`src/rtl/cci_mpf_shim_lockstep_issue_if.sv`:
```
// Bundle between the lockstep Tx buffer head, the FIU-side channels and the issue stage.
// The issue stage uses the slave view; whatever drives the head and back pressure uses master.
interface cci_mpf_shim_lockstep_issue_if #(
    parameter int ADDR_BITS = 42,
    parameter int REQ0_BITS = 80,
    parameter int REQ1_BITS = 600,
    parameter int CNT_BITS  = 32
);
    logic                 head_valid;
    logic                 head_c0_valid;
    logic [ADDR_BITS-1:0] head_c0_addr;
    logic [REQ0_BITS-1:0] head_c0_req;
    logic                 head_c1_valid;
    logic [ADDR_BITS-1:0] head_c1_addr;
    logic [REQ1_BITS-1:0] head_c1_req;
    logic                 deqTx;
    logic                 fiu_c0_almFull;
    logic                 fiu_c1_almFull;
    logic                 fiu_c0_valid;
    logic [REQ0_BITS-1:0] fiu_c0_req;
    logic                 fiu_c1_valid;
    logic [REQ1_BITS-1:0] fiu_c1_req;
    logic                 busy;
    logic [CNT_BITS-1:0]  cnt_pairs;
    logic [CNT_BITS-1:0]  cnt_splits;
    logic [CNT_BITS-1:0]  cnt_stalls;

    modport slave (
        input  head_valid, head_c0_valid, head_c0_addr, head_c0_req,
               head_c1_valid, head_c1_addr, head_c1_req,
               fiu_c0_almFull, fiu_c1_almFull,
        output deqTx, fiu_c0_valid, fiu_c0_req, fiu_c1_valid, fiu_c1_req,
               busy, cnt_pairs, cnt_splits, cnt_stalls
    );

    modport master (
        output head_valid, head_c0_valid, head_c0_addr, head_c0_req,
               head_c1_valid, head_c1_addr, head_c1_req,
               fiu_c0_almFull, fiu_c1_almFull,
        input  deqTx, fiu_c0_valid, fiu_c0_req, fiu_c1_valid, fiu_c1_req,
               busy, cnt_pairs, cnt_splits, cnt_stalls
    );
endinterface

```
`src/rtl/cci_mpf_shim_lockstep_issue.sv`:
```
// Issue stage after the lockstep Tx buffer: forwards the c0/c1 head pair to the FIU,
// splitting it across cycles under back pressure or a same-line read/write conflict.
module cci_mpf_shim_lockstep_issue #(
    parameter int ADDR_BITS = 42,
    parameter int REQ0_BITS = 80,
    parameter int REQ1_BITS = 600,
    parameter int CNT_BITS  = 32
) (
    input logic clk,
    input logic reset,
    cci_mpf_shim_lockstep_issue_if.slave bus
);
    typedef enum logic [1:0] {PAIR, C0_DONE, C1_DONE} state_t;

    state_t state_q, state_d;
    logic   iss0, iss1, deq, split;
    logic   v0, v1, can0, can1, conflict;

    logic                 fiu_c0_valid_q, fiu_c1_valid_q;
    logic [REQ0_BITS-1:0] fiu_c0_req_q;
    logic [REQ1_BITS-1:0] fiu_c1_req_q;
    logic [CNT_BITS-1:0]  cnt_pairs_q, cnt_pairs_d;
    logic [CNT_BITS-1:0]  cnt_splits_q, cnt_splits_d;
    logic [CNT_BITS-1:0]  cnt_stalls_q, cnt_stalls_d;

    assign v0       = bus.head_c0_valid;
    assign v1       = bus.head_c1_valid;
    assign can0     = !v0 || !bus.fiu_c0_almFull;
    assign can1     = !v1 || !bus.fiu_c1_almFull;
    assign conflict = v0 && v1 && (bus.head_c0_addr == bus.head_c1_addr);

    always_comb begin
        state_d = state_q;
        iss0    = 1'b0;
        iss1    = 1'b0;
        deq     = 1'b0;
        split   = 1'b0;
        if (bus.head_valid) begin
            unique case (state_q)
                PAIR: begin
                    if (!v0 && !v1) begin
                        deq = 1'b1;
                    end else if (conflict) begin
                        // Same line: the write goes first, the read follows in a later cycle.
                        if (can1) begin
                            iss1    = 1'b1;
                            split   = 1'b1;
                            state_d = C1_DONE;
                        end
                    end else if (can0 && can1) begin
                        iss0 = v0;
                        iss1 = v1;
                        deq  = 1'b1;
                    end else if (can0 && v0) begin
                        iss0    = 1'b1;
                        state_d = C0_DONE;
                    end else if (can1 && v1) begin
                        iss1    = 1'b1;
                        state_d = C1_DONE;
                    end
                end
                C1_DONE: begin
                    if (!bus.fiu_c0_almFull) begin
                        iss0    = 1'b1;
                        deq     = 1'b1;
                        state_d = PAIR;
                    end
                end
                C0_DONE: begin
                    if (!bus.fiu_c1_almFull) begin
                        iss1    = 1'b1;
                        deq     = 1'b1;
                        state_d = PAIR;
                    end
                end
                default: state_d = PAIR;
            endcase
        end
    end

    function automatic logic [CNT_BITS-1:0] sat_inc(input logic [CNT_BITS-1:0] c, input logic en);
        return (en && (c != '1)) ? c + CNT_BITS'(1) : c;
    endfunction

    assign cnt_pairs_d  = sat_inc(cnt_pairs_q, deq && (v0 || v1));
    assign cnt_splits_d = sat_inc(cnt_splits_q, split);
    assign cnt_stalls_d = sat_inc(cnt_stalls_q, bus.head_valid && !deq);

    always_ff @(posedge clk or posedge reset) begin
        if (reset) begin
            state_q        <= PAIR;
            fiu_c0_valid_q <= 1'b0;
            fiu_c1_valid_q <= 1'b0;
            fiu_c0_req_q   <= '0;
            fiu_c1_req_q   <= '0;
            cnt_pairs_q    <= '0;
            cnt_splits_q   <= '0;
            cnt_stalls_q   <= '0;
        end else begin
            state_q        <= state_d;
            fiu_c0_valid_q <= iss0;
            fiu_c1_valid_q <= iss1;
            if (iss0) fiu_c0_req_q <= bus.head_c0_req;
            if (iss1) fiu_c1_req_q <= bus.head_c1_req;
            cnt_pairs_q    <= cnt_pairs_d;
            cnt_splits_q   <= cnt_splits_d;
            cnt_stalls_q   <= cnt_stalls_d;
        end
    end

    assign bus.deqTx        = deq;
    assign bus.fiu_c0_valid = fiu_c0_valid_q;
    assign bus.fiu_c0_req   = fiu_c0_req_q;
    assign bus.fiu_c1_valid = fiu_c1_valid_q;
    assign bus.fiu_c1_req   = fiu_c1_req_q;
    assign bus.busy         = (state_q != PAIR);
    assign bus.cnt_pairs    = cnt_pairs_q;
    assign bus.cnt_splits   = cnt_splits_q;
    assign bus.cnt_stalls   = cnt_stalls_q;

    // The buffer must keep its head while half of it is still outstanding.
    a_head_held: assert property (@(posedge clk) disable iff (reset)
        (state_q != PAIR) |-> bus.head_valid);
endmodule

```
`src/flat_wrapper.sv`:
```
// flat-port wrapper written by rule: the top's interface ports become plain ports
module cci_mpf_shim_lockstep_issue_flat 
#(
    parameter int ADDR_BITS = 42,
    parameter int REQ0_BITS = 80,
    parameter int REQ1_BITS = 600,
    parameter int CNT_BITS  = 32
)
  (clk, reset, bus_head_valid, bus_head_c0_valid, bus_head_c0_addr, bus_head_c0_req, bus_head_c1_valid, bus_head_c1_addr, bus_head_c1_req, bus_fiu_c0_almFull, bus_fiu_c1_almFull, bus_deqTx, bus_fiu_c0_valid, bus_fiu_c0_req, bus_fiu_c1_valid, bus_fiu_c1_req, bus_busy, bus_cnt_pairs, bus_cnt_splits, bus_cnt_stalls);
  cci_mpf_shim_lockstep_issue_if #(.ADDR_BITS(ADDR_BITS), .REQ0_BITS(REQ0_BITS), .REQ1_BITS(REQ1_BITS), .CNT_BITS(CNT_BITS)) bus_i ();
  input logic clk;
  input logic reset;
  input wire logic [$bits(bus_i.head_valid)-1:0] bus_head_valid;
  input wire logic [$bits(bus_i.head_c0_valid)-1:0] bus_head_c0_valid;
  input wire logic [$bits(bus_i.head_c0_addr)-1:0] bus_head_c0_addr;
  input wire logic [$bits(bus_i.head_c0_req)-1:0] bus_head_c0_req;
  input wire logic [$bits(bus_i.head_c1_valid)-1:0] bus_head_c1_valid;
  input wire logic [$bits(bus_i.head_c1_addr)-1:0] bus_head_c1_addr;
  input wire logic [$bits(bus_i.head_c1_req)-1:0] bus_head_c1_req;
  input wire logic [$bits(bus_i.fiu_c0_almFull)-1:0] bus_fiu_c0_almFull;
  input wire logic [$bits(bus_i.fiu_c1_almFull)-1:0] bus_fiu_c1_almFull;
  output wire logic [$bits(bus_i.deqTx)-1:0] bus_deqTx;
  output wire logic [$bits(bus_i.fiu_c0_valid)-1:0] bus_fiu_c0_valid;
  output wire logic [$bits(bus_i.fiu_c0_req)-1:0] bus_fiu_c0_req;
  output wire logic [$bits(bus_i.fiu_c1_valid)-1:0] bus_fiu_c1_valid;
  output wire logic [$bits(bus_i.fiu_c1_req)-1:0] bus_fiu_c1_req;
  output wire logic [$bits(bus_i.busy)-1:0] bus_busy;
  output wire logic [$bits(bus_i.cnt_pairs)-1:0] bus_cnt_pairs;
  output wire logic [$bits(bus_i.cnt_splits)-1:0] bus_cnt_splits;
  output wire logic [$bits(bus_i.cnt_stalls)-1:0] bus_cnt_stalls;
  assign bus_i.head_valid = bus_head_valid;
  assign bus_i.head_c0_valid = bus_head_c0_valid;
  assign bus_i.head_c0_addr = bus_head_c0_addr;
  assign bus_i.head_c0_req = bus_head_c0_req;
  assign bus_i.head_c1_valid = bus_head_c1_valid;
  assign bus_i.head_c1_addr = bus_head_c1_addr;
  assign bus_i.head_c1_req = bus_head_c1_req;
  assign bus_i.fiu_c0_almFull = bus_fiu_c0_almFull;
  assign bus_i.fiu_c1_almFull = bus_fiu_c1_almFull;
  assign bus_deqTx = bus_i.deqTx;
  assign bus_fiu_c0_valid = bus_i.fiu_c0_valid;
  assign bus_fiu_c0_req = bus_i.fiu_c0_req;
  assign bus_fiu_c1_valid = bus_i.fiu_c1_valid;
  assign bus_fiu_c1_req = bus_i.fiu_c1_req;
  assign bus_busy = bus_i.busy;
  assign bus_cnt_pairs = bus_i.cnt_pairs;
  assign bus_cnt_splits = bus_i.cnt_splits;
  assign bus_cnt_stalls = bus_i.cnt_stalls;
  cci_mpf_shim_lockstep_issue #(.ADDR_BITS(ADDR_BITS), .REQ0_BITS(REQ0_BITS), .REQ1_BITS(REQ1_BITS), .CNT_BITS(CNT_BITS)) u_core (.clk(clk), .reset(reset), .bus(bus_i));
endmodule
```
`config.mk`:
```
export PLATFORM = sky130hd
export DESIGN_NAME = cci_mpf_shim_lockstep_issue_flat
export DESIGN_NICKNAME = d
export VERILOG_FILES = /design/src/rtl/cci_mpf_shim_lockstep_issue_if.sv /design/src/rtl/cci_mpf_shim_lockstep_issue.sv /design/src/flat_wrapper.sv
export SDC_FILE = /design/constraint.sdc
export NUM_CORES = 1
export LEC_CHECK = 0
export CAP_MARGIN = 20
export CORE_AREA = 10 10 596 598
export CTS_BUF_LIST = sky130_fd_sc_hd__clkbuf_8
export CTS_CLUSTER_SIZE = 28
export DETAILED_ROUTE_END_ITERATION = 8
export DIE_AREA = 0 0 606 608
export HOLD_SLACK_MARGIN = 0.12
export PLACE_DENSITY_LB_ADDON = 0.12
export RECOVER_POWER = 100
export SLEW_MARGIN = 10
export SYNTH_ARGS = -nofsm -noshare
export SYNTH_HDL_FRONTEND = slang
export SYNTH_SLANG_ARGS = --single-unit
```
`constraint.sdc`:
```
create_clock -name clk -period 35.2 [get_ports clk]
set_input_delay 8.8 -clock clk [delete_from_list [all_inputs] [get_ports clk]]
set_output_delay 8.8 -clock clk [all_outputs]
set_load 0.01 [all_outputs]
```
==> results of run 1 <==
critical path: stages:
cell and delay, ps:
sky130_fd_sc_hd__dlygate4sd3_1 550, sky130_fd_sc_hd__xnor2_1 630, sky130_fd_sc_hd__nand4_1 260, sky130_fd_sc_hd__nor4_1 380
sky130_fd_sc_hd__and3_1 340, sky130_fd_sc_hd__a21oi_1 270, sky130_fd_sc_hd__dlygate4sd3_1 730
Yosys cell counts, types with 3 or more instances:
cell type                  instances
sky130_fd_sc_hd__nor4_1           19
sky130_fd_sc_hd__and3_1           17
sky130_fd_sc_hd__nor2_1           26
sky130_fd_sc_hd__nand4_1          40
sky130_fd_sc_hd__and4_1           10
sky130_fd_sc_hd__mux2_2          683
sky130_fd_sc_hd__nor3_1           21
sky130_fd_sc_hd__buf_2            11
sky130_fd_sc_hd__nor4b_1           3
sky130_fd_sc_hd__a21oi_1           5
sky130_fd_sc_hd__o21ai_0           5
sky130_fd_sc_hd__nand2_1          31
sky130_fd_sc_hd__clkbuf_1         76
sky130_fd_sc_hd__dfrtp_1         780
sky130_fd_sc_hd__inv_1            25
sky130_fd_sc_hd__ha_1              3
sky130_fd_sc_hd__xor2_1           40
sky130_fd_sc_hd__and2_1            6
sky130_fd_sc_hd__xnor2_1          94
sky130_fd_sc_hd__nand3_1          50
layout make-up:
cell class                 instances  area (um2)  share of cell area
tap                             4557        5700               0.104
clock inverter                    99         523             0.00950
timing repair buffer            1577       15600               0.284
antenna                           51         128             0.00232
clock buffer                     223        3070              0.0558
inverter                          25        95.1             0.00173
multi-input combinational       1083       10400               0.189
sequential                       780       19500               0.355
sequential cells by signal, summed over array words and instances, names as in the netlist:
name,flops
u_core.bus.cnt_pairs,32
u_core.bus.cnt_splits,32
u_core.bus.cnt_stalls,32
u_core.bus.fiu_c0_req,80
u_core.bus.fiu_c0_valid,1
u_core.bus.fiu_c1_req,600
u_core.bus.fiu_c1_valid,1
u_core.state_q,2
final timing paths:
check,from,to,slack [ps],cells after the start
max,bus_head_c1_addr[23],bus_deqTx,14430,7
min,u_core.bus.cnt_pairs[31],u_core.bus.cnt_pairs[31],490,1
max reg2reg,u_core.state_q[1],u_core.bus.fiu_c1_req[312],23520,5
min reg2reg,u_core.bus.cnt_pairs[31],u_core.bus.cnt_pairs[31],490,1
max in group asynchronous,reset,u_core.bus.fiu_c1_req[118],14660,4
min in group asynchronous,reset,u_core.bus.fiu_c1_req[313],9680,2
cells by family after synthesis:
group           after synthesis  synth area share
buf+inv                     115            0.0150
xor+xnor                    134            0.0386
mux                         683             0.253
simple gates                240            0.0450
fa+ha+maj                     3           0.00123
compound gates               23           0.00543
flops                       780             0.642
per-layer routing:
| layer | wire length [um] | vias to the layer above | share of wire | track usage |
|---|---|---|---|---|
| met5 | 518 | - | 0.0022 | 0 |
| met4 | 4720 | 80 | 0.020 | 0.0216 |
| met3 | 29700 | 414 | 0.13 | 0.0758 |
| met2 | 120000 | 1099 | 0.52 | 0.222 |
| met1 | 75800 | 12200 | 0.33 | 0.112 |
| li1 | - | 10500 | - | - |
metrics by stage:
step | utilization | total power [mW] | setup WS [ps] | hold slack, ps | area, um2
finish | 0.161 | 3.36 | 14430 | 489 | 55000
global route | 0.160 | 3.57 | 12220 | 501 | 54900
CTS | 0.161 | 3.58 | 14330 | 498 | 55100
detailed placement | 0.151 | 2.40 | 14350 | 489 | 51500
global placement | 0.150 | 2.40 | 14340 | 486 | 51500
floorplan | - | 1.56 | 4500 | 515 | 30400
power breakdown:
| group | internal, mW | switching (mW) | leakage, nW |
|---|---|---|---|
| logic | 0.520 | 0.496 | 10.2 |
| registers | 1.11 | 0.128 | 9.36 |
| clock network | 0.586 | 0.520 | 2.14 |
| total | 2.21 | 1.14 | 21.7 |
==> impl.org, run 1 <==
** STA
- Transition time of the tightest slew-check pin :: 8920 ps
- The max-slew violation total from the final report was 1560.
- In the final timing run, aggregate negative setup slack is 0 ps.
- Fmax :: 0.0481 GHz
- Setup repair after global routing left no endpoint under its margin.
- Measured against its own limit, the worst slew margin works out to -4.95.
- Of the available clock period, the critical path in the final layout requires 0.590.
- Endpoints failing setup :: 0
- Clock Skew :: 116 ps
- The number of hold-slack violations in the final timing report is 0.
- Minimum clock period after layout :: 20770 ps

** Die
- For this configuration, the core starts out at a cell density of 0.0888.
- The floorplan has about 220 rows.
- The die is 608 um tall.
- The core region is 342000 um2.
- # IOs :: between 1500 and 2000
- The die covers approximately 370000 um2.
- X dimension of the die :: 606 um

** Drt
- Routed length per instance :: between 20 and 30 um
- Iter 0 DRT Violations :: between 700 and 800
- In the routed layout, each cell is associated on average with a via count of approximately 2.9.
- The final layout contains routed wiring with a total length of ~230000 um.
- DRC violation count after routing :: 0
- Across all layers, the routed design uses 24300 vias.
- Once detail routing completed, the nets flagged for antenna violations numbered 0.
- Drt first pass iters :: 4

** Global route
- Number of antenna violations at the first check in global routing :: roughly 170
- For this run the aggregate overflow at the end of global routing stands at 0.
- Across every metal layer, demand over resource in global routing totals 0.120.
- Pin count of the biggest net entering global routing :: 142
- The first global-routing pass estimated 294000 um of wire.
- The via count of the first global-routing pass came to between 20000 and 30000.

** Yosys
- In the synthesized netlist the dominant register cell turns out to be sky130_fd_sc_hd__dfrtp_1.
- The number of nets in the synthesized netlist is roughly 2800.
- Top cells by area in the synthesized netlist :: sky130_fd_sc_hd__dfrtp_1 (64%), sky130_fd_sc_hd__mux2_2 (25%), sky130_fd_sc_hd__xnor2_1 (2.7%)
- Avg Cell Area, Syn :: 15.4 um2
- In this run the cell area of the synthesized design comes to 30400 um2.
- Synthesis inferred 780 register bits.
- After synthesis, the netlist uses 46 different library cells.
- Count of flip-flops with a built-in enable after synthesis :: 0
- Number of cells produced by synthesis :: 1978
- Counting flops with an async set or reset pin after synthesis yields a share of 1.00.
- For this run, the register share of the synthesized area comes to 0.642.
- Cell type with the highest aggregate area in the netlist :: sky130_fd_sc_hd__dfrtp_1
- For this run, the number of Yosys warnings is 0.
- Of the post-synthesis cell area, the dominant cell type holds 0.642.

** Worst setup path
- Along the worst path, the maximum fanout reaches 5.
- Required time at the endpoint of the critical path :: 26400 ps
- Data on the critical path arrives at its endpoint at 11970 ps.
- Crit. End Element :: primary output
- The worst setup path is launched from an input pin.
- Crit Path Category :: input pin to primary output

** Power and ir drop
- For this design the static power due to leakage is 21.7 nW.
- Dividing total power by cell area gives a power density of 61.0 nW/um2.
- Highest ir drop seen on vdd :: between 20 and 30 uV

** Placement
- Placed instance count :: 8022
- Once detailed placement completed, the half-perimeter wirelength came to between 150000 and 200000 um.
- Count of input and output buffers :: 1550
- The congestion estimate from routability-driven global placement came to ~0.8.

** CTS
- Clock sink count :: 780
- Clock-pin slew was measured on the worst setup and hold paths at 50 ps.
- TritonCTS created 182 clock buffers.
- Number of gates resized after cts :: 0
- In this run the deepest clock path goes through 4 buffers.
- TritonCTS built the clock tree.
- The cell sitting at the root of the clock tree is a sky130_fd_sc_hd__clkbuf_8.
- At the later pin of the worst-skew pair, clock insertion delay measures 1010 ps.
- Number of buffers inserted to repair setup after CTS :: 0
- CTS built an H-tree with a depth of 4.
- Hold repair after CTS inserted 0 buffers.

** Layout
- Total Nets Final :: between 4000 and 5000
- The filler cells instantiated in the layout total 37900.
- Of the cells placed in the final design, the portion with a size suffix greater than 1 is 0.246.
- Number of non-filler instances in the completed layout :: 8395
- The top cell types in the final layout, fill and taps aside, are sky130_fd_sc_hd__dlygate4sd3_1 (785), sky130_fd_sc_hd__dfrtp_1 (780), sky130_fd_sc_hd__clkdlybuf4s50_1 (765), sky130_fd_sc_hd__mux2_2 (683), sky130_fd_sc_hd__clkbuf_8 (223).
- Compared with the post-synthesis result, the final layout area differs by 81.0%.
- Most frequent standard cell in the layout excluding fill and tap cells :: sky130_fd_sc_hd__dlygate4sd3_1

** Flow run
- Across the run, the number of max-cap violations was 28.

** Outcome
- Result of the run :: finished, violations left
- Failing checks :: capacitance limit, slew limit

** Hold path
- The tightest min-delay check is of the flip-flop to flip-flop type.
Note: power is estimated with default switching activity, not from simulation.
==> run 2: changes to the inputs <==
Settings changed: CORE_AREA 10 10 596 598 to 10 10 594 596, DIE_AREA 0 0 606 608 to 0 0 604 606.
Clock period 35.2 ns to 18 ns, I/O delays scaled along.
==> impl.org, run 2 (synthesized netlist as in run 1, its figures left out) <==
** STA
- Setup slack of the critical path after layout :: 4490 ps (-9940 ps)
- Final worst path period share :: 0.751
- The tightest hold margin came to 490 ps (+1.78 ps).
- Setup repair after global routing left no endpoint under its margin.
- Transition time of the tightest slew-check pin :: 8070 ps (-852 ps)
- Final hold violations :: 0 (unchanged)
- Timing would allow up to 0.0740 GHz.
- The count of endpoints failing setup in the final report came to 0 (unchanged).
- Minimum clock period after layout :: 13510 ps
- The max-slew headroom at the worst pin was -4.38 (+0.568).
- Fin. max-slew vios :: 819 (-48%)
- Clock Skew :: 76.7 ps (-39.1 ps)
- Setup TNS :: 0 ps (unchanged)

** Die
- The number of standard-cell rows in the floorplan was 215 (unchanged).
- X dimension of the die :: 604 um (-0.33%)
- The chip height was 606 um (-0.33%).
- The total I/O pin count came to 1551 (unchanged).
- The area of the die was 366000 um2 (-0.66%).
- Core region area :: 341000 um2 (-0.31%)
- The starting density of the core is 0.0891 (+0.000280).

** CTS
- Number of gates resized after cts :: 0 (unchanged)
- Number of buffers inserted to repair setup after CTS :: 0 (unchanged)
- The source-to-sink clock delay at the later pin of the worst-skew pair is 970 ps (-40 ps).
- The tree is rooted in a sky130_fd_sc_hd__clkbuf_8.
- Clock tree from TritonCTS :: yes
- The number of buffers on the longest clock path was 4 (unchanged).
- Clock sink count :: 780 (unchanged)
- Number of levels in the clock H-tree :: 4 (unchanged)
- Number of buffers added to fix hold violations after cts :: 0 (unchanged)
- The number of buffers inserted during clock tree synthesis came to 191 (+4.9%).
- The clock-pin slew on the worst setup and hold paths was 60 ps (about the same).

** Placement
- The post-placement worst setup slack came to 6130 ps (-8220 ps).
- Placed instance count :: 8022 (unchanged)
- Count of input and output buffers :: 1550 (unchanged)
- Detail Placement HPWL :: 190000 um (about the same)
- Final RePlAce weighted congestion :: 0.824 (+3.5%)

** Power and ir drop
- Internal power of the cells :: 4.33 mW (+96%)
- The switching power came to 2.24 mW (+95%).
- The power density over the cells was 119 nW/um2 (+95%).
- The part of the total power dissipated in the clock network was 0.332 (+0.002).
- The total power draw is 6.57 mW (+96%).
- The worst IR drop on VDD came to 51.5 uV (+85%).
- The cell leakage power is 21.7 nW (about the same).
- Sequential cell fraction of total power :: 0.366 (-0.002)
- The logic gate share of total power is 0.302 (about the same).
- Switching Fraction :: 0.340 (-0.000443)

** Drt
- The post-route DRC violation count came to 0 (unchanged).
- The wire length per cell came to 27.7 um (+0.87%).
- The count of antenna-violating nets left after detailed routing was 0 (unchanged).
- The vias after detailed routing came to 24400 (+0.28%).
- The number of design-rule violations left by the first detailed-router iteration was 899 (+17%).
- Drt total wl :: 232000 um (+0.65%)
- The first-pass iteration count of the detailed router is 6 (+2).
- The average vias per placed instance came to 2.91 (+0.49%).

** Worst setup path
- The maximum fanout along the worst path is 152 (+147).
- STA classifies the critical path endpoint as a flip-flop.
- Startpoint of the lowest-slack register-to-register path :: u_core.state_q[1]
- The arrival time at the worst endpoint is 14380 ps (+2410 ps).
- The critical path is of the input pin to flip-flop type.
- Tracing the worst setup path back leads to its startpoint at bus_fiu_c1_almFull.
- The worst setup path is launched from an input pin.
- The required arrival time at the worst endpoint came to 18870 ps (-7530 ps).

** Global route
- Via count of the first global-routing pass :: 26500 (+0.29%)
- Overall fraction of global-route tracks in use :: 0.121 (+0.000803)
- Pin count of the biggest net entering global routing :: 153 (+7.7%)
- The remaining global-route overflow was 0 (unchanged).
- The wire length of the first global-routing pass is 294000 um (-0.12%).
- Number of antenna violations at the first check in global routing :: 173 (+4.8%)

** Layout
- Leaving out fill and tap cells, the most frequent cell in the layout is sky130_fd_sc_hd__dlygate4sd3_1.
- Layout overhead on the synthesized area :: 81.3%
- The library cells used most frequently in the layout, excluding fill and tap cells, are sky130_fd_sc_hd__dlygate4sd3_1 (783), sky130_fd_sc_hd__dfrtp_1 (780), sky130_fd_sc_hd__clkdlybuf4s50_1 (767), sky130_fd_sc_hd__mux2_2 (682), sky130_fd_sc_hd__clkbuf_8 (230).
- The number of flip-flops under the largest register name is 600 (unchanged).
- The fraction of final layout cells with drive strength greater than 1 was 0.253 (+0.00701).
- The count of filler cells inserted in the layout came to 37700 (-0.51%).
- The post-layout net count was 4432 (+0.20%).
- Number of non-filler instances in the completed layout :: 8377 (-0.21%)

** Flow run
- The number of violations of the max-capacitance limit was 16 (-43%).

** Hold path
- The worst hold path begins at u_core.bus.cnt_splits[19].
- Min-delay worst type :: flip-flop to flip-flop

** Outcome
- The run finished, with violations left.
- The final reports fail on capacitance limit, slew limit.
[run 2: cell count changes in the layout (fill, tap and decap cells not counted), sizes merged]
| cell | change |
|---|---|
| clkinv | +7 |
| clkbuf | -2 |
| inv | -24 |
| diode | -8 |
| bufinv | -1 |
| clkinvlp | +1 |
| clkdlybuf4s50 | +2 |
| buf | +9 |
| dlygate4sd3 | -2 |
[run 2: worst paths after layout]
| kind | slack [ps] | depth (start not counted) | endpoint |
|---|---|---|---|
| worst max register to register | 8490 | 6 | u_core.bus.fiu_c1_req[271] |
| min in group asynchronous | 7290 | 3 | u_core.bus.fiu_c1_req[189] |
| max in group asynchronous | 5000 | 4 | u_core.bus.fiu_c1_req[220] |
| worst min-delay path | 490 | 1 | u_core.bus.cnt_splits[19] |
| worst min register to register | 490 | 1 | u_core.bus.cnt_splits[19] |
| worst max-delay path | 4490 | 8 | u_core.bus.fiu_c1_req[271] |
[run 2: stage by stage]
stage	cell area [um2]	util
global route	55000	0.161
CTS	55200	0.162
finish	55100	0.161
global placement	51600	0.151
floorplan	30400	-
detailed placement	51600	0.151
[run 2: power by group through the flow]
stage	registers, mW	clock network, mW	logic (mW)
floorplan	2.59	0	0.460
global placement	2.45	0	2.23
detailed placement	2.45	0	2.22
CTS	2.43	2.34	2.23
global route	2.46	2.40	2.12
finish	2.40	2.18	1.98
[run 2: cell type report]
type / count / area [um2] / share of cell area
Clock inverter: 82 / 428 / 0.00776
Antenna cell: 43 / 108 / 0.00195
Tap cell: 4557 / 5700 / 0.103
Timing Repair Buffer: 1577 / 15700 / 0.285
Multi-Input combinational cell: 1083 / 10400 / 0.189
Sequential cell: 780 / 19500 / 0.354
Inverter: 25 / 97.6 / 0.00177
Clock buffer: 230 / 3170 / 0.0574
[run 2: critical path, stage by stage]
cell	delay [ps]
sky130_fd_sc_hd__dlygate4sd3_1	540
sky130_fd_sc_hd__clkbuf_1	260
sky130_fd_sc_hd__nor2_1	250
sky130_fd_sc_hd__o211a_1	1180
sky130_fd_sc_hd__clkbuf_1	1150
sky130_fd_sc_hd__clkbuf_1	2280
sky130_fd_sc_hd__clkbuf_2	3300
sky130_fd_sc_hd__mux2_2	600
[run 2: metal layers]
layer  vias to the layer above  GRT usage  part of all wire
li1                      10500          -                 -
met1                     12200      0.118              0.34
met2                      1177      0.218              0.51
met3                       459     0.0748              0.13
met4                        94     0.0226             0.023
met5                         -          0            0.0027
==> run 3: changes to the inputs <==
Clock period 18 ns to 11.15 ns, I/O delays scaled along.
==> impl.org, run 3 (synthesized netlist as in run 1, its figures left out) <==
** Layout
- The library cell used most frequently in the layout, excluding fill and tap cells, is sky130_fd_sc_hd__dlygate4sd3_1.
- Sequential standard cell area :: 19500 um2 (unchanged)
- The number of flip-flops under the largest register name was 600 (unchanged).
- Layout overhead on the synthesized area :: 81.6%
- Area of the multi-input gates :: 10400 um2 (unchanged)
- The post-route non-filler standard cell count is 8404 (+0.32%).
- The post-layout net count was 4428 (-0.090%).
- Final core utilization :: 0.162 (+0.000286)
- The fraction of final layout cells with drive strength greater than 1 is 0.250 (-0.00298).
- Most used cells in the layout excluding fill and tap cells :: sky130_fd_sc_hd__dlygate4sd3_1 (783), sky130_fd_sc_hd__dfrtp_1 (780), sky130_fd_sc_hd__clkdlybuf4s50_1 (767), sky130_fd_sc_hd__mux2_2 (683), sky130_fd_sc_hd__clkbuf_8 (227)
- The count of filler cells inserted in the layout came to 37700 (+0.064%).

** CTS
- Number of CTS-inserted buffers :: 187 (-2.1%)
- The TritonCTS sink count came to 780 (unchanged).
- Number of buffers inserted to repair setup after CTS :: 0 (unchanged)
- Number of buffers added to fix hold violations after cts :: 0 (unchanged)
- Number of gates resized after cts :: 0 (unchanged)
- Post-CTS clock slew at the launch and capture registers of the worst setup and hold paths :: 60 ps (about the same)
- Number of levels in the clock H-tree :: 4 (unchanged)
- The source-to-sink clock delay at the later pin of the worst-skew pair came to 970 ps (about the same).
- The number of buffers on the longest clock path was 4 (unchanged).
- TritonCTS built the clock tree.
- Library cell used as clock root buffer :: sky130_fd_sc_hd__clkbuf_8

** Worst setup path
- Max incr delay on CP :: 2730 ps (-570 ps)
- In this design, the critical path's most frequently occurring cell is sky130_fd_sc_hd__clkbuf_1.
- Dominant delay contributor by cell family on the critical path :: buffers and inverters
- The required arrival time at the worst endpoint is 11930 ps (-6940 ps).
- The maximum fanout along the worst path is 57 (-63%).
- Buffering stage count on the worst path with inverters included :: 4 (-1)
- CP Cell Sequence :: dlygate4sd3_1, clkbuf_1, nor2_1, o211a_1, clkbuf_1, clkbuf_1, mux2_2
- Max stage delay cell, worst path :: sky130_fd_sc_hd__clkbuf_1
- The arrival time at the worst endpoint is 9540 ps (-4840 ps).
- The worst setup path is of the input pin to flip-flop kind.
- Startpoint Class :: input pin
- The worst setup path is captured at a flip-flop.

** Placement
- Count of input and output buffers :: 1550 (unchanged)
- The routability-driven placement congestion ratio came to 0.816 (-0.98%).
- The total instance count after detailed placement came to 8022 (unchanged).
- Detail Placement HPWL :: 190000 um (-0.26%)

** Die
- The width of the chip came to 604 um (unchanged).
- # IOs :: 1551 (unchanged)
- The chip height came to 606 um (unchanged).
- Die area :: 366000 um2 (unchanged)
- Initial cell density of the core :: 0.0891 (unchanged)
- Core region area :: 341000 um2 (unchanged)
- The number of standard-cell rows in the floorplan came to 215 (unchanged).

** Global route
- Overflow after GRT :: 0 (unchanged)
- Via count of the first global-routing pass :: 26200 (-1.1%)
- Pin count of the biggest net entering global routing :: 138 (-9.8%)
- Number of antenna violations at the first check in global routing :: 169 (-2.3%)
- Overall fraction of global-route tracks in use :: 0.120 (-0.000662)
- Wire length of the first global-routing pass :: 292000 um (-0.49%)

** Drt
- Number of nets with antenna violations after detailed routing :: 0 (unchanged)
- Vias after detailed routing :: 24300 (-0.33%)
- Drt total wl :: 230000 um (-0.71%)
- The post-route DRC violation count came to 0 (unchanged).
- The average vias per placed instance was 2.90 (-0.65%).
- Routed length per instance :: 27.4 um (-1.0%)
- Drt first pass iters :: 4 (-2)
- The number of design-rule violations left by the first detailed-router iteration was 878 (-2.3%).

** STA
- Final worst path period share :: 0.786
- The post-route setup TNS was 0 ps (unchanged).
- Final hold violations :: 0 (unchanged)
- Max-slew headroom :: -2.62 (+1.76)
- The max-slew violation total from the final report came to 718 (-12%).
- Transition time of the tightest slew-check pin :: 5430 ps (-2640 ps)
- Unrepaired setup endpoints after global routing :: false
- Clock Skew :: 71.3 ps (-5.40 ps)
- The count of endpoints failing setup in the final report came to 0 (unchanged).
- Minimum clock period after layout :: 8760 ps
- Fmax :: 0.114 GHz

** Power and ir drop
- Sequential cell fraction of total power :: 0.365 (about the same)
- The cell-internal power came to 7.02 mW (+62%).
- Power spent charging and discharging nets :: 3.59 mW (+61%)
- The cell leakage power came to 21.8 nW (+0.48%).
- Highest ir drop seen on vdd :: 78.8 uV (+53%)
- The power density over the cells is 192 nW/um2 (+61%).
- The switching share of total power is 0.338 (-0.00205).
- Part of the power in the clock network :: 0.332 (about the same)
- Power share of the combinational group :: 0.302 (about the same)

** Hold path
- Min-delay worst type :: flip-flop to flip-flop

** Flow run
- The number of violations of the max-capacitance limit was 13 (-3).

** Outcome
- Result of the run :: finished, violations left
- The checks that failed: capacitance limit, slew limit.
[run 3: cell types whose count changed in the layout (fill, tap and decap cells not counted), moves of 3 or more]
cell                         previous run  this run
sky130_fd_sc_hd__clkbuf_8             230       227
sky130_fd_sc_hd__clkinv_2              17        12
sky130_fd_sc_hd__clkinvlp_4             3         0
sky130_fd_sc_hd__diode_2               43        57
sky130_fd_sc_hd__inv_1                 78       100
[run 3: per-layer routing]
metal  global-route usage  up-vias  wire [um]
met5                    0        -        454
met4               0.0245       70       5600
met3               0.0670      428      27100
met2                0.216     1131     117000
met1                0.122    12200      80100
li1                     -    10500          -
[run 3: cell type report]
cell class / count / area share
inverter: 25 / 0.00172
timing repair buffer: 1577 / 0.285
antenna: 57 / 0.00258
tap: 4557 / 0.103
multi-input combinational: 1083 / 0.188
sequential: 780 / 0.353
clock buffer: 227 / 0.0566
clock inverter: 98 / 0.00949
[run 3: worst paths after layout]
check,start,endpoint,slack (ps),cells after the start
hold reg to reg,u_core.bus.cnt_stalls[16],u_core.bus.cnt_stalls[16],490,1
hold / removal,u_core.bus.cnt_stalls[16],u_core.bus.cnt_stalls[16],490,1
setup / recovery,bus_fiu_c1_almFull,u_core.bus.fiu_c1_req[554],2390,7
max in group asynchronous,reset,u_core.bus.fiu_c1_req[239],2780,5
min in group asynchronous,reset,u_core.bus.fiu_c1_req[195],2290,2
setup reg to reg,u_core.state_q[1],u_core.bus.fiu_c1_req[554],4700,5
[run 3: metrics by stage]
step	hold slack (ps)	area [um2]	worst slack [ps]	total power, mW
floorplan	515	30400	-2340	4.93
global placement	486	51600	2600	7.54
detailed placement	487	51600	2700	7.53
CTS	504	55300	2680	11.3
global route	508	55100	1370	11.3
finish	493	55200	2390	10.6
[run 3: power groups by stage]
| stage | combinational (mW) | sequential (mW) | clock [mW] |
|---|---|---|---|
| after floorplan | 0.743 | 4.19 | 0 |
| after global placement | 3.60 | 3.95 | 0 |
| after detailed placement | 3.58 | 3.95 | 0 |
| after CTS | 3.60 | 3.92 | 3.79 |
| after global routing | 3.42 | 3.97 | 3.88 |
| final | 3.21 | 3.87 | 3.53 |
